`src/rtl/repeat_updown_counter.sv`:
```
// repeat_updown_counter
//   Push-button driven up/down counter for the 8-digit display path. The raw
//   button is synchronised, debounced and edge-detected. Holding the button
//   auto-repeats after an initial delay. The counter is DIGITS nibbles wide,
//   counts in BCD or binary, and either wraps or saturates at its limits.
//
//   Ports
//     clk      system clock
//     rst      asynchronous active-high reset
//     inc      raw push-button, active high (asynchronous)
//     uphdnl   raw direction switch, 1 = up, 0 = down (asynchronous)
//     clr      synchronous clear, clk domain; wins over a coincident step
//     q        counter value, 4*DIGITS bits, digit 0 in q[3:0]
//     step     one-cycle pulse per accepted step request (also when saturated)
//     wrapped  one-cycle pulse when a step wrapped the counter

// Per-digit step logic. It is purely combinational.
//   at_lim : this digit is at the value that carries (up) or borrows (down).
//   d_nxt  : digit value after the step, given the carry/borrow in (cin).
module repeat_updown_digit #(
  parameter bit BCD = 1'b1
) (
  input  logic [3:0] d,
  input  logic       up,
  input  logic       cin,
  output logic       at_lim,
  output logic [3:0] d_nxt
);
  localparam logic [3:0] MAX = BCD ? 4'd9 : 4'd15;

  // >= rather than == so that an out-of-range BCD nibble rolls back to 0.
  assign at_lim = up ? (d >= MAX) : (d == 4'd0);

  always_comb begin
    d_nxt = d;
    if (cin) begin
      if (up) d_nxt = at_lim ? 4'd0 : d + 4'd1;
      else    d_nxt = at_lim ? MAX  : d - 4'd1;
    end
  end
endmodule

module repeat_updown_counter #(
  parameter int DIGITS       = 8,
  parameter int DEB_CYCLES   = 500000,
  parameter int REPEAT_DELAY = 50000000,
  parameter int REPEAT_RATE  = 10000000,
  parameter bit WRAP         = 1'b1,
  parameter bit BCD          = 1'b1
) (
  input  logic                  clk,
  input  logic                  rst,
  input  logic                  inc,
  input  logic                  uphdnl,
  input  logic                  clr,
  output logic [4*DIGITS-1:0]   q,
  output logic                  step,
  output logic                  wrapped
);
  // deb_cnt only has to reach DEB_CYCLES-1. The timer only has to hold the
  // larger reload value.
  localparam int DW   = (DEB_CYCLES > 1) ? $clog2(DEB_CYCLES) : 1;
  localparam int TMAX = (REPEAT_DELAY > REPEAT_RATE) ? REPEAT_DELAY : REPEAT_RATE;
  localparam int TW   = (TMAX > 1) ? $clog2(TMAX) : 1;

  localparam logic [DW-1:0] DEB_LAST = DW'(DEB_CYCLES - 1);
  localparam logic [TW-1:0] DELAY_LD = TW'(REPEAT_DELAY - 1);
  localparam logic [TW-1:0] RATE_LD  = TW'(REPEAT_RATE - 1);

  typedef enum logic [1:0] {
    IDLE   = 2'd0,
    HOLD   = 2'd1,
    REPEAT = 2'd2
  } state_t;

  // ---------------------------------------------------------------- sync
  logic [1:0] inc_sync, dir_sync;
  logic       s_inc, dir;

  always_ff @(posedge clk or posedge rst) begin
    if (rst) begin
      inc_sync <= '0;
      dir_sync <= '0;
    end else begin
      inc_sync <= {inc_sync[0], inc};
      dir_sync <= {dir_sync[0], uphdnl};
    end
  end

  assign s_inc = inc_sync[1];
  assign dir   = dir_sync[1];

  // ------------------------------------------------------------ debounce
  // deb follows s_inc only after DEB_CYCLES consecutive mismatching cycles.
  // Any return to agreement restarts the count.
  logic          deb, deb_d;
  logic [DW-1:0] deb_cnt;

  always_ff @(posedge clk or posedge rst) begin
    if (rst) begin
      deb     <= 1'b0;
      deb_d   <= 1'b0;
      deb_cnt <= '0;
    end else begin
      deb_d <= deb;
      if (s_inc != deb) begin
        if (deb_cnt == DEB_LAST) begin
          deb     <= ~deb;
          deb_cnt <= '0;
        end else begin
          deb_cnt <= deb_cnt + 1'b1;
        end
      end else begin
        deb_cnt <= '0;
      end
    end
  end

  // ---------------------------------------------------------- repeat FSM
  state_t        state, state_nxt;
  logic [TW-1:0] timer, timer_nxt;
  logic          req;

  always_ff @(posedge clk or posedge rst) begin
    if (rst) begin
      state <= IDLE;
      timer <= '0;
    end else begin
      state <= state_nxt;
      timer <= timer_nxt;
    end
  end

  always_comb begin
    state_nxt = state;
    timer_nxt = timer;
    req       = 1'b0;
    case (state)
      IDLE: begin
        if (deb && !deb_d) begin
          req       = 1'b1;
          timer_nxt = DELAY_LD;
          state_nxt = HOLD;
        end
      end
      HOLD: begin
        if (!deb) begin
          state_nxt = IDLE;
        end else if (timer == '0) begin
          req       = 1'b1;
          timer_nxt = RATE_LD;
          state_nxt = REPEAT;
        end else begin
          timer_nxt = timer - 1'b1;
        end
      end
      REPEAT: begin
        if (!deb) begin
          state_nxt = IDLE;
        end else if (timer == '0) begin
          req       = 1'b1;
          timer_nxt = RATE_LD;
        end else begin
          timer_nxt = timer - 1'b1;
        end
      end
      default: state_nxt = IDLE;
    endcase
  end

  // -------------------------------------------------------------- counter
  logic [DIGITS-1:0][3:0] q_r, d_nxt;
  logic [DIGITS-1:0]      at_lim;
  logic [DIGITS:0]        carry;
  logic                   overflow;

  // The carry into digit i is set when every lower digit is at its limit.
  // The carry out of the top digit means the whole value was at max (up) or
  // at zero (down).
  always_comb begin
    carry[0] = 1'b1;
    for (int i = 0; i < DIGITS; i++) carry[i+1] = carry[i] & at_lim[i];
  end

  assign overflow = carry[DIGITS];

  for (genvar i = 0; i < DIGITS; i++) begin : g_dig
    repeat_updown_digit #(.BCD(BCD)) u_dig (
      .d      (q_r[i]),
      .up     (dir),
      .cin    (carry[i]),
      .at_lim (at_lim[i]),
      .d_nxt  (d_nxt[i])
    );
  end

  always_ff @(posedge clk or posedge rst) begin
    if (rst) begin
      q_r     <= '0;
      step    <= 1'b0;
      wrapped <= 1'b0;
    end else begin
      step    <= 1'b0;
      wrapped <= 1'b0;
      if (clr) begin
        q_r <= '0;
      end else if (req) begin
        step <= 1'b1;
        // When saturating, a step at the limit is acknowledged but leaves q.
        if (!overflow || WRAP) q_r <= d_nxt;
        wrapped <= overflow && WRAP;
      end
    end
  end

  assign q = q_r;
endmodule
```
`config.mk`:
```
export PLATFORM = sky130hd
export DESIGN_NAME = repeat_updown_counter
export DESIGN_NICKNAME = d
export VERILOG_FILES = /design/src/rtl/repeat_updown_counter.sv
export SDC_FILE = /design/constraint.sdc
export NUM_CORES = 1
export LEC_CHECK = 0
export BUFFER_PORTS_ARGS = -buffer_cell sky130_fd_sc_hd__clkbuf_2
export CELL_PAD_IN_SITES_DETAIL_PLACEMENT = 1
export CELL_PAD_IN_SITES_GLOBAL_PLACEMENT = 1
export CORE_MARGIN = 2
export CORE_UTILIZATION = 47
export CTS_CLUSTER_SIZE = 10
export DETAILED_ROUTE_END_ITERATION = 7
export PLACE_DENSITY_LB_ADDON = 0.1
export RECOVER_POWER = 25
export REMOVE_ABC_BUFFERS = 1
export SLEW_MARGIN = 20
export SYNTH_ARGS = -nofsm -noshare
export SYNTH_HDL_FRONTEND = slang
export SYNTH_SLANG_ARGS = --single-unit
```
`constraint.sdc`:
```
create_clock -name clk -period 2.57 [get_ports clk]
set_input_delay 0 -clock clk [delete_from_list [all_inputs] [get_ports clk]]
set_output_delay 0 -clock clk [all_outputs]
set_load 0.02 [all_outputs]
```
# --- Word level (Yosys, flattened, before mapping) ---
# Cells that the tools add are included.
word_totals:
  regBits: 87
  input_bits: 5
  out_inout_bits: 34
  elab_cells: 151
op_classes:
  addsub: 18
  magnitude_cmp: 8
  n_eq_ne: 8
  muxes: 60
  bitwise: 8
  n_reduce_logical: 32
op_table:
  columns: ["op", "count"]
  rows:
  - ["4-bit two-way mux", 31]
  - ["26-bit two-way mux", 3]
  - ["32-bit two-way mux", 2]
  - ["26-bit one-hot mux with 2 select lines", 1]
  - ["19-bit two-way mux", 2]
  - ["4-bit by 1-bit adder with 4-bit output (second input constant)", 8]
  - ["4-bit greater-or-equal comparator (second input constant)", 8]
  - ["4-bit zero test", 8]
  - ["4-bit by 1-bit subtractor with 4-bit output (second input constant)", 8]
  - ["26-bit zero test", 1]
  - ["26-bit by 1-bit subtractor with 26-bit output (second input constant)", 1]
  - ["19-bit by 1-bit adder with 19-bit output (second input constant)", 1]
  - ["19-bit == test (second input constant)", 1]
  - ["2-bit nonzero test", 9]
  - ["2-bit AND reduction", 8]
  - ["1-bit two-way mux", 15]
  - ["2-bit two-way mux", 4]
  - ["1-bit bitwise AND", 7]
  - ["2-bit one-hot mux with 3 select lines", 1]
  - ["3-bit AND reduction", 2]
  - ["2-bit inequality test (second input constant)", 2]
  - ["3-bit inequality test (second input constant)", 1]
  - ["2-bit by 1-bit == test with 1-bit output (second input constant)", 1]
  - ["2-bit == test (second input constant)", 1]
  - ["other kinds (8)", 8]

# --- Logic depth before layout (Yosys ltp) ---
# Gate-level depths: netlist (run 1).
depth:
  depth_word: 11
  ltp_mapped: 9
  ltp_nobuf: 7

# --- Modules after synthesis ---
# From an unflattened synthesis (run 1), not the netlist that was laid out.
unflattened:
  cells_unflattened: 777
  hier_area_um2: 6675.2
by_module_without_submodules:
  columns: ["mod", "n_inst", "cells_each", "area_each_um2", "seq_area_each_um2"]
  rows:
  - ["repeat_updown_counter", 1, 449, 4372.9, 2177.1]
  - ["repeat_updown_digit", 8, 41, 287.8, 0.0]

# --- Least setup slack after synthesis (run 1) ---
# No wires, ideal clock.
synth_timing:
  path_type: "register -> register"
  from: "register q_r, in the netlist q[0]"
  to: "register q_r, in the netlist q[28]"
  setup_time_ns: 0.078
  arrival_time_ns: 2.344
  required_time_ns: 2.492
  path_slack_ns: 0.148
  stages_incl_launch_ff: 8
  n_path_buf: 0
  synth_period_minus_slack_ns: 2.422
  cell_sequence: "dfrtp_1 > inv_1 > ha_1 > or4b_1 > o21ai_1 > nand4_1 > or4_1 > a21oi_1"
synth_via:
  elab_chain_cells: 10
  word_cells_on_any_way: 11
  cone_classes: "1 x order compare; 1 x mux; 6 x bitwise; 3 x reduce/logical"
synth_rtl:
  columns: ["element", "line_no", "text"]
  rows:
  - ["start, declared", "172", "logic [DIGITS-1:0][3:0] q_r, d_nxt;"]
  - ["start signal, assigned", "210", "if (!overflow || WRAP) q_r <= d_nxt;"]
  - ["4-bit greater-or-equal comparator or 4-bit zero test (tied branches)", "32", "assign at_lim = up ? (d >= MAX) : (d == 4'd0);"]
  - ["1-bit two-way mux *", "32", null]
  - ["1-bit bitwise AND * (6 in a row)", "182", "for (int i = 0; i < DIGITS; i++) carry[i+1] = carry[i] & at_lim[i];"]
  - ["2-bit nonzero test (no source line) *", null, null]
  - ["2-bit AND reduction (no source line) *", null, null]
# Mark *: on every way between the ends. The rest lies on a longest branch, timed or not.
# A chain may end at the register's enable or synchronous reset.

# --- Worst setup path in the final report (run 1) ---
layout_timing:
  from: "register timer[21]"
  to: "register q_r, in the netlist q[5]"
layout_via:
  elab_chain_cells: 6
layout_rtl:
  columns: ["element", "line_no", "text"]
  rows:
  - ["start, declared", "121", "logic [TW-1:0] timer, timer_nxt;"]
  - ["start signal, assigned", "130", "timer <= timer_nxt;"]
  - ["26-bit zero test", "149, 160", null]
  - ["1-bit two-way mux", "149, 160", null]
  - ["1-bit two-way mux", "147", "if (!deb) begin"]
  - ["1-bit one-hot mux with 2 select lines", "138", "case (state)"]
  - ["2-bit nonzero test (no source line)", null, null]
  - ["2-bit AND reduction (no source line)", null, null]
# No other way between the ends.

==> results of run 1 <==
[final cells by class]
| type | count | area [um2] | area share [%] |
|---|---|---|---|
| clock buffers | 10 | 229 | 3.30 |
| multi-input cells | 508 | 3440 | 49.6 |
| flip-flops and latches | 87 | 2180 | 31.4 |
| well taps | 168 | 210 | 3.03 |
| repair buffers | 90 | 619 | 8.93 |
| inverters | 39 | 148 | 2.13 |
| clock inverters | 6 | 109 | 1.57 |
[layer usage]
layer | track usage (%) | up-vias | routed length (um) | part of all wire, %
li1 | - | 2618 | - | -
met1 | 33.8 | 2815 | 7600 | 44
met2 | 49.0 | 73 | 8930 | 52
met3 | 3.56 | 23 | 361 | 2.1
met4 | 8.73 | 0 | 274 | 1.6
met5 | 0 | - | 0 | 0
[Yosys cell counts (all sizes together), types with 3 or more instances]
master   number
and2          4
a211o         3
nand2b        6
a211oi        5
a21o          3
nor4b         7
mux2i         9
nor3         42
or4b          4
or3b          5
a22o          3
nor2         49
o31ai        14
nand3        21
ha           35
xnor2        10
a311oi        8
dfrtp        87
buf          13
o211ai        5
a21oi        48
xor2         14
nor3b        10
a2bb2oi       4
o21ai        50
o41ai         5
nand2        30
o21a          7
a31oi        12
nand4b        4
o22ai         6
inv          38
clkbuf       23
nor2b         7
nand4        14
a31o          3
and3          6
or4           7
or3           9
nor4         14
o21bai        4
[worst paths after layout]
path / endpoint / depth (start not counted) / startpoint / slack [ns]
max: q[5] / 6 / timer[21] / 0.11
max reg2reg: q[5] / 6 / timer[21] / 0.11
min in group asynchronous: deb_cnt[3] / 3 / rst / 0.62
min reg2reg: inc_sync[1] / 0 / inc_sync[0] / 0.37
max in group asynchronous: dir_sync[1] / 4 / rst / 0.88
min: inc_sync[0] / 2 / inc / 0.32
[timing repair]
action | CTS | global route
setup endpoints to repair | 4 | 23
buffers inserted | 0 | 0
pin swaps | 0 | 1
hold buffers | 3 | 0
gates resized for setup | 3 | 15
endpoints found under the hold margin | 38 | 0
[kinds of logic (layout without fill, tap and decap cells)]
| logic type | after synthesis | count (layout) |
|---|---|---|
| DFF | 87 | 87 |
| AOI/OAI and AO/OA | 198 | 198 |
| muxes | 10 | 10 |
| adders and majority gates | 35 | 35 |
| buffers and inverters | 75 | 145 |
| and+or+nand+nor | 241 | 241 |
| xor gates and xnor gates | 24 | 24 |
[state kept, by name (all words and copies together), names as in the netlist]
signal,count
q,32
timer,26
deb_cnt,19
dir_sync,2
inc_sync,2
state,2
deb,1
deb_d,1
step,1
wrapped,1
[through the flow]
step	instances	hold slack (ns)	area, um2
floorplan	634	0.0314	5710
global placement	889	0.0977	6530
detailed placement	889	0.110	6530
CTS	908	0.285	6910
global route	908	0.322	6940
finish	908	0.317	6940
[power by group]
| part | internal [W] | leakage, nW | switching (W) |
|---|---|---|---|
| combinational | 0.0000570 | 1.65 | 0.000116 |
| sequential | 0.00138 | 1.20 | 0.00000929 |
| clock | 0.000949 | 0.166 | 0.000579 |
==> summary.md, run 1 <==
| Metric | Value |
|---|---|
| Status | `finished with violations` |
| Failing checks | `max-capacitance violations, max-slew violations` |
| Worst path required time | `around 2.8 ns` |
| Initial antenna violation count | `0` |
| Post-synthesis mux area share | `1.92%` |
| Area grow syn2layout | `18.5%` |
| RSZ-0062 raised after global routing | `false` |
| CP max FO | `35` |
| Async S/R FF share, synth | `100%` |
| Final net count | `roughly 780` |
| Synth Area in Compound Gates | `a little over a fifth` |
| Crit path cell chain | `or4_4 -> nand4b_4 -> o31a_1 -> buf_12 -> or4_1 -> a21oi_1` |
| Num rows | `40` |
| Post-synth cell types | `65` |
| Flops & latches, synth | `87` |
| Avg WL per Cell | `roughly 19 um` |
| CTS H-tree depth | `3` |
| Synth top area share | `about 37%` |
| Routed Wire Length | `~17000 um` |
| Peak Freq | `0.407 GHz` |
| Relative slew slack | `-18.1%` |
| Global-route wire length before repair | `between 20000 and 30000 um` |
| Yosys top cell by area | `dfrtp_1` |
| Setup TNS | `0 ns` |
| Total Routing Usage GR | `27.2%` |
| YS warnings | `0` |
| Pre-CTS setup slack | `slightly above 0.002 ns` |
| Minimum clock period | `2.46 ns` |
| XOR/XNOR Fraction of Synth Area | `3.59%` |
| CTS buffer count | `9` |
| Number of global-route vias before repair | `slightly below 6000` |
| PwrDens | `445 nW/um2` |
| Vias | `5529` |
| Seq/Total Area, Yosys | `37.2%` |
| Kind of cell adding the most delay to the critical path | `simple AND/OR/NAND/NOR gates` |
| Final worst slack | `roughly 0.11 ns` |
| Arr. time, crit path | `2.72 ns` |
| Final Hold Viols | `0` |
| Share of cells above drive strength 1 | `16.6%` |
| Critical Path End Type | `flop` |
| Vias per cell | `a little over 6` |
| Pre-antenna DRT Iters | `4` |
| Worst clock skew | `0.00671 ns` |
| Antenna Nets Post-Route | `0` |
| Final core occ | `57.3%` |
| DR iter-0 viols | `227` |
| Max-cap violations | `1` |
| GP Congestion | `0.877` |
| CTS tree | `done` |
| Root Buffer | `clkbuf_16` |
| Worst path slowest cell | `or4_4` |
| DRC | `0` |
| Filler Cell Count | `about 1400` |
| Slew Viols, Final | `39` |
| Slowest stage delay, CP | `about 0.57 ns` |
| PortBufs | `38` |
| Max clock buf depth | `2` |
| Most common cell after layout, fill and taps aside | `dfrtp_1` |
| Synth Instances | `670` |
| Clock sink count | `87` |
| Top cells by area, synth | `dfrtp_1 37%, ha_1 7.5%, a21oi_1 4.1%` |
| Number of enable flip-flop cells after synthesis | `0` |
| Most frequent cells in the layout | `85 x dfrtp_1, 49 x nor2_1, 48 x a21oi_1` |
| Chip width | `between 100 and 150 um` |
| Main combinational cell family by area after synthesis | `simple AND/OR/NAND/NOR gates` |
| Mapped cell area | `5860 um2` |
| GR Overflow Total | `0` |
| Leakage power | `3.02 nW` |
| Worst-Margin Slew | `1.76 ns` |
| Clock Latency Late Sink | `0.35 ns` |
| Fin crit share | `95.5%` |
| Die Height | `116 um` |
| Simple-Gate Fraction of Synth Area | `between 20% and 30%` |
| Final setup fails | `0` |
| I/O Pins | `39` |
| Reg clk slew, reported paths | `0.07 ns` |
| Largest net degree at the start of global routing | `39` |
| Max VDD drop | `0.232 mV` |
| Pwr Total | `0.00309 W` |
| Main synth FF type | `dfrtp_1` |
| Ant. Diodes | `0` |
| Core area | `12100 um2` |
| Setup Crit Path Kind | `reg2reg` |
| Min-Delay Path Class | `in2reg` |
| Initial Util | `48.3%` |
| Post-Synth Adder-Cell Area | `7.48%` |
| WP buf/inv | `1` |
| Syn Area/Cell | `8.74 um2` |
| Dpl hpwl | `~12000 um` |
| Worst setup SP type | `flop` |
| DIE AREA | `13400 um2` |
(Power assumes the default switching activity.)
==> run 2, diff against run 1 <==
CAP_MARGIN = 20   (was unset)
PLACE_DENSITY_LB_ADDON = 0.05   (was 0.1)
==> summary.md, run 2 (synthesis results as in run 1) <==
| Metric | Value |
|---|---|
| Internal power component | `0.00223 W (-6.3%)` |
| Worst Setup SP | `q[4]` |
| Area grow syn2layout | `19.3%` |
| Antenna Nets Post-Route | `0 (unchanged)` |
| Global-route wire length before repair | `27900 um (-4.8%)` |
| Most frequent cells in the layout | `86 x dfrtp_1, 49 x nor2_1, 47 x a21oi_1, 47 x buf_4, 46 x o21ai_0` |
| Die Height | `116 um (unchanged)` |
| Peak Freq | `0.403 GHz (-1.1%)` |
| Worst setup SP type | `flop` |
| Fin area | `6980 um2 (+0.65%)` |
| Root Buffer | `clkbuf_16` |
| Max clock buf depth | `2 (unchanged)` |
| Dpl hpwl | `11700 um (about the same)` |
| R2r worst-path depth | `8 (+2)` |
| DRC | `0 (unchanged)` |
| Min-Delay Path Class | `in2reg` |
| Worst R2R Setup Slack | `0.09 ns (-0.03 ns)` |
| Setup Crit Path Kind | `reg2reg` |
| Vias per cell | `6.00 (-1.4%)` |
| Number of global-route vias before repair | `5662 (-4.0%)` |
| Max-cap violations | `1 (unchanged)` |
| Chip width | `116 um (unchanged)` |
| NetSw | `0.000728 W (+3.3%)` |
| Total Routing Usage GR | `26.0% (-1.1 points)` |
| Pre-antenna DRT Iters | `4 (unchanged)` |
| Sequential share of power | `46.7% (+1.8 points)` |
| I/O Pins | `39 (unchanged)` |
| Kind of cell adding the most delay to the critical path | `simple AND/OR/NAND/NOR gates` |
| Initial Util | `48.3% (unchanged)` |
| Num rows | `40 (unchanged)` |
| GP Congestion | `0.840 (-4.3%)` |
| RR Startpoint | `q[4]` |
| WP depth | `8 (+2)` |
| Core area | `12100 um2 (unchanged)` |
| Slowest stage delay, CP | `0.49 ns (-0.08 ns)` |
| Share of cells above drive strength 1 | `16.4% (-0.25 points)` |
| Initial antenna violation count | `0 (unchanged)` |
| Worst reg2reg endpoint | `q[31]` |
| Leakage power | `3.05 nW (+0.88%)` |
| Final core occ | `57.7% (+0.37 points)` |
| Worst path slowest cell | `or4_1` |
| Crit path cell chain | `inv_1 -> ha_1 -> or4b_4 -> o21ai_0 -> nand4_1 -> buf_12 -> or4_1 -> a21oi_2` |
| Crit path capture | `q[31]` |
| Worst-Margin Slew | `1.79 ns (+0.0306 ns)` |
| Top Metal Used | `met4` |
| Critical Path End Type | `flop` |
| Slew Viols, Final | `37 (-5.1%)` |
| GR Overflow Total | `0 (unchanged)` |
| DIE AREA | `13400 um2 (unchanged)` |
| Pre-CTS setup slack | `0.0485 ns (+0.0465 ns)` |
| Met3 routed WL | `507 um (+40%)` |
| Relative slew slack | `-20.1% (-2.1 points)` |
| Arr. time, crit path | `2.75 ns (+0.03 ns)` |
| Final Hold Viols | `0 (unchanged)` |
| Minimum clock period | `2.48 ns (+0.0278 ns)` |
| Final setup fails | `0 (unchanged)` |
| Final worst slack | `0.0871 ns (-0.0278 ns)` |
| PwrDens | `424 nW/um2 (-4.7%)` |
| Status | `finished with violations` |
| Reg clk slew, reported paths | `0.07 ns (about the same)` |
| PortBufs | `38 (unchanged)` |
| Vias | `5481 (-0.87%)` |
| CTS tree | `done` |
| Routed Wire Length | `17100 um (-0.20%)` |
| DR iter-0 viols | `297 (+31%)` |
| Failing checks | `max-capacitance violations, max-slew violations` |
| Setup TNS | `0 ns (unchanged)` |
| Avg WL per Cell | `18.8 um (-0.74%)` |
| Final net count | `780 (+0.65%)` |
| Met2 WL | `8890 um (-0.41%)` |
| Worst clock skew | `0.00721 ns (+0.000499 ns)` |
| WP buf/inv | `2 (+1)` |
| Fin crit share | `96.6% (+1.1 points)` |
| Clock sink count | `87 (unchanged)` |
| CP max FO | `7 (-80%)` |
| Comb power frac | `6.1% (+0.5 points)` |
| Ant. Diodes | `0 (unchanged)` |
| CTS buffer count | `9 (unchanged)` |
| Max VDD drop | `0.412 mV (+77%)` |
| Most common cell after layout, fill and taps aside | `dfrtp_1` |
| Sw Ratio | `24.6% (+1.8 points)` |
| WL met1 | `7520 um (-1.1%)` |
| Worst path required time | `2.84 ns (about the same)` |
| Largest net degree at the start of global routing | `52 (+33%)` |
| Clk pwr share | `47.2% (-2.3 points)` |
| CTS H-tree depth | `3 (unchanged)` |
| Clock Latency Late Sink | `0.35 ns (about the same)` |
| DP Area | `6570 um2 (+0.61%)` |
| Max reg flops | `32 (unchanged)` |
## run 2: cell count changes in the layout (fill, tap and decap cells not counted), sizes merged
cell,delta
bufinv,-2
clkbuf,+1
inv,+3
clkinv,-1
buf,+4
## run 2: routing by layer
layer,GRT usage (%),vias up
li1,-,2637
met1,32.0,2752
met2,46.4,72
met3,5.75,20
met4,6.83,0
met5,0,-
## run 2: stage by stage
| step | cells | hold slack, ns | power [W] |
|---|---|---|---|
| after floorplan | 634 | 0.0314 | 0.00151 |
| after global placement | 891 | 0.110 | 0.00157 |
| after detailed placement | 891 | 0.115 | 0.00158 |
| after CTS | 910 | 0.295 | 0.00300 |
| after global routing | 913 | 0.330 | 0.00307 |
| final | 913 | 0.310 | 0.00296 |
## run 2: cell type report
type | count | area, um2
Timing Repair Buffer | 95 | 702
Multi-Input combinational cell | 508 | 3430
Tap cell | 168 | 210
Inverter | 39 | 148
Sequential cell | 87 | 2180
Clock buffer | 10 | 239
Clock inverter | 6 | 73.8
Fill cell | 1452 | 5130
## run 2: worst min-delay path by stage
stage	cells past startpoint	slack, ns	startpoint	endpoint
2_1_floorplan	0	0.03	uphdnl	dir_sync[0]
5_1_grt	2	0.33	inc	inc_sync[0]
3_5_place_dp	2	0.11	rst	q[31]
6_report	2	0.31	inc	inc_sync[0]
4_1_cts	3	0.30	rst	q[30]
3_3_place_gp	2	0.11	rst	q[30]
## run 2: power groups by stage
stage	sequential [W]	combinational, W	clock [W]
after floorplan	0.00142	0.0000899	0
after global placement	0.00141	0.000165	0
after detailed placement	0.00141	0.000170	0
after CTS	0.00138	0.000175	0.00144
after global routing	0.00138	0.000201	0.00149
final	0.00138	0.000181	0.00140
## run 2: repair_timing
action	4_1_cts	5_1_grt
gates resized for setup	0	12
buffers inserted	0	2
endpoints found under the hold margin	38	0
setup endpoints to repair	0	10
hold buffers	3	0
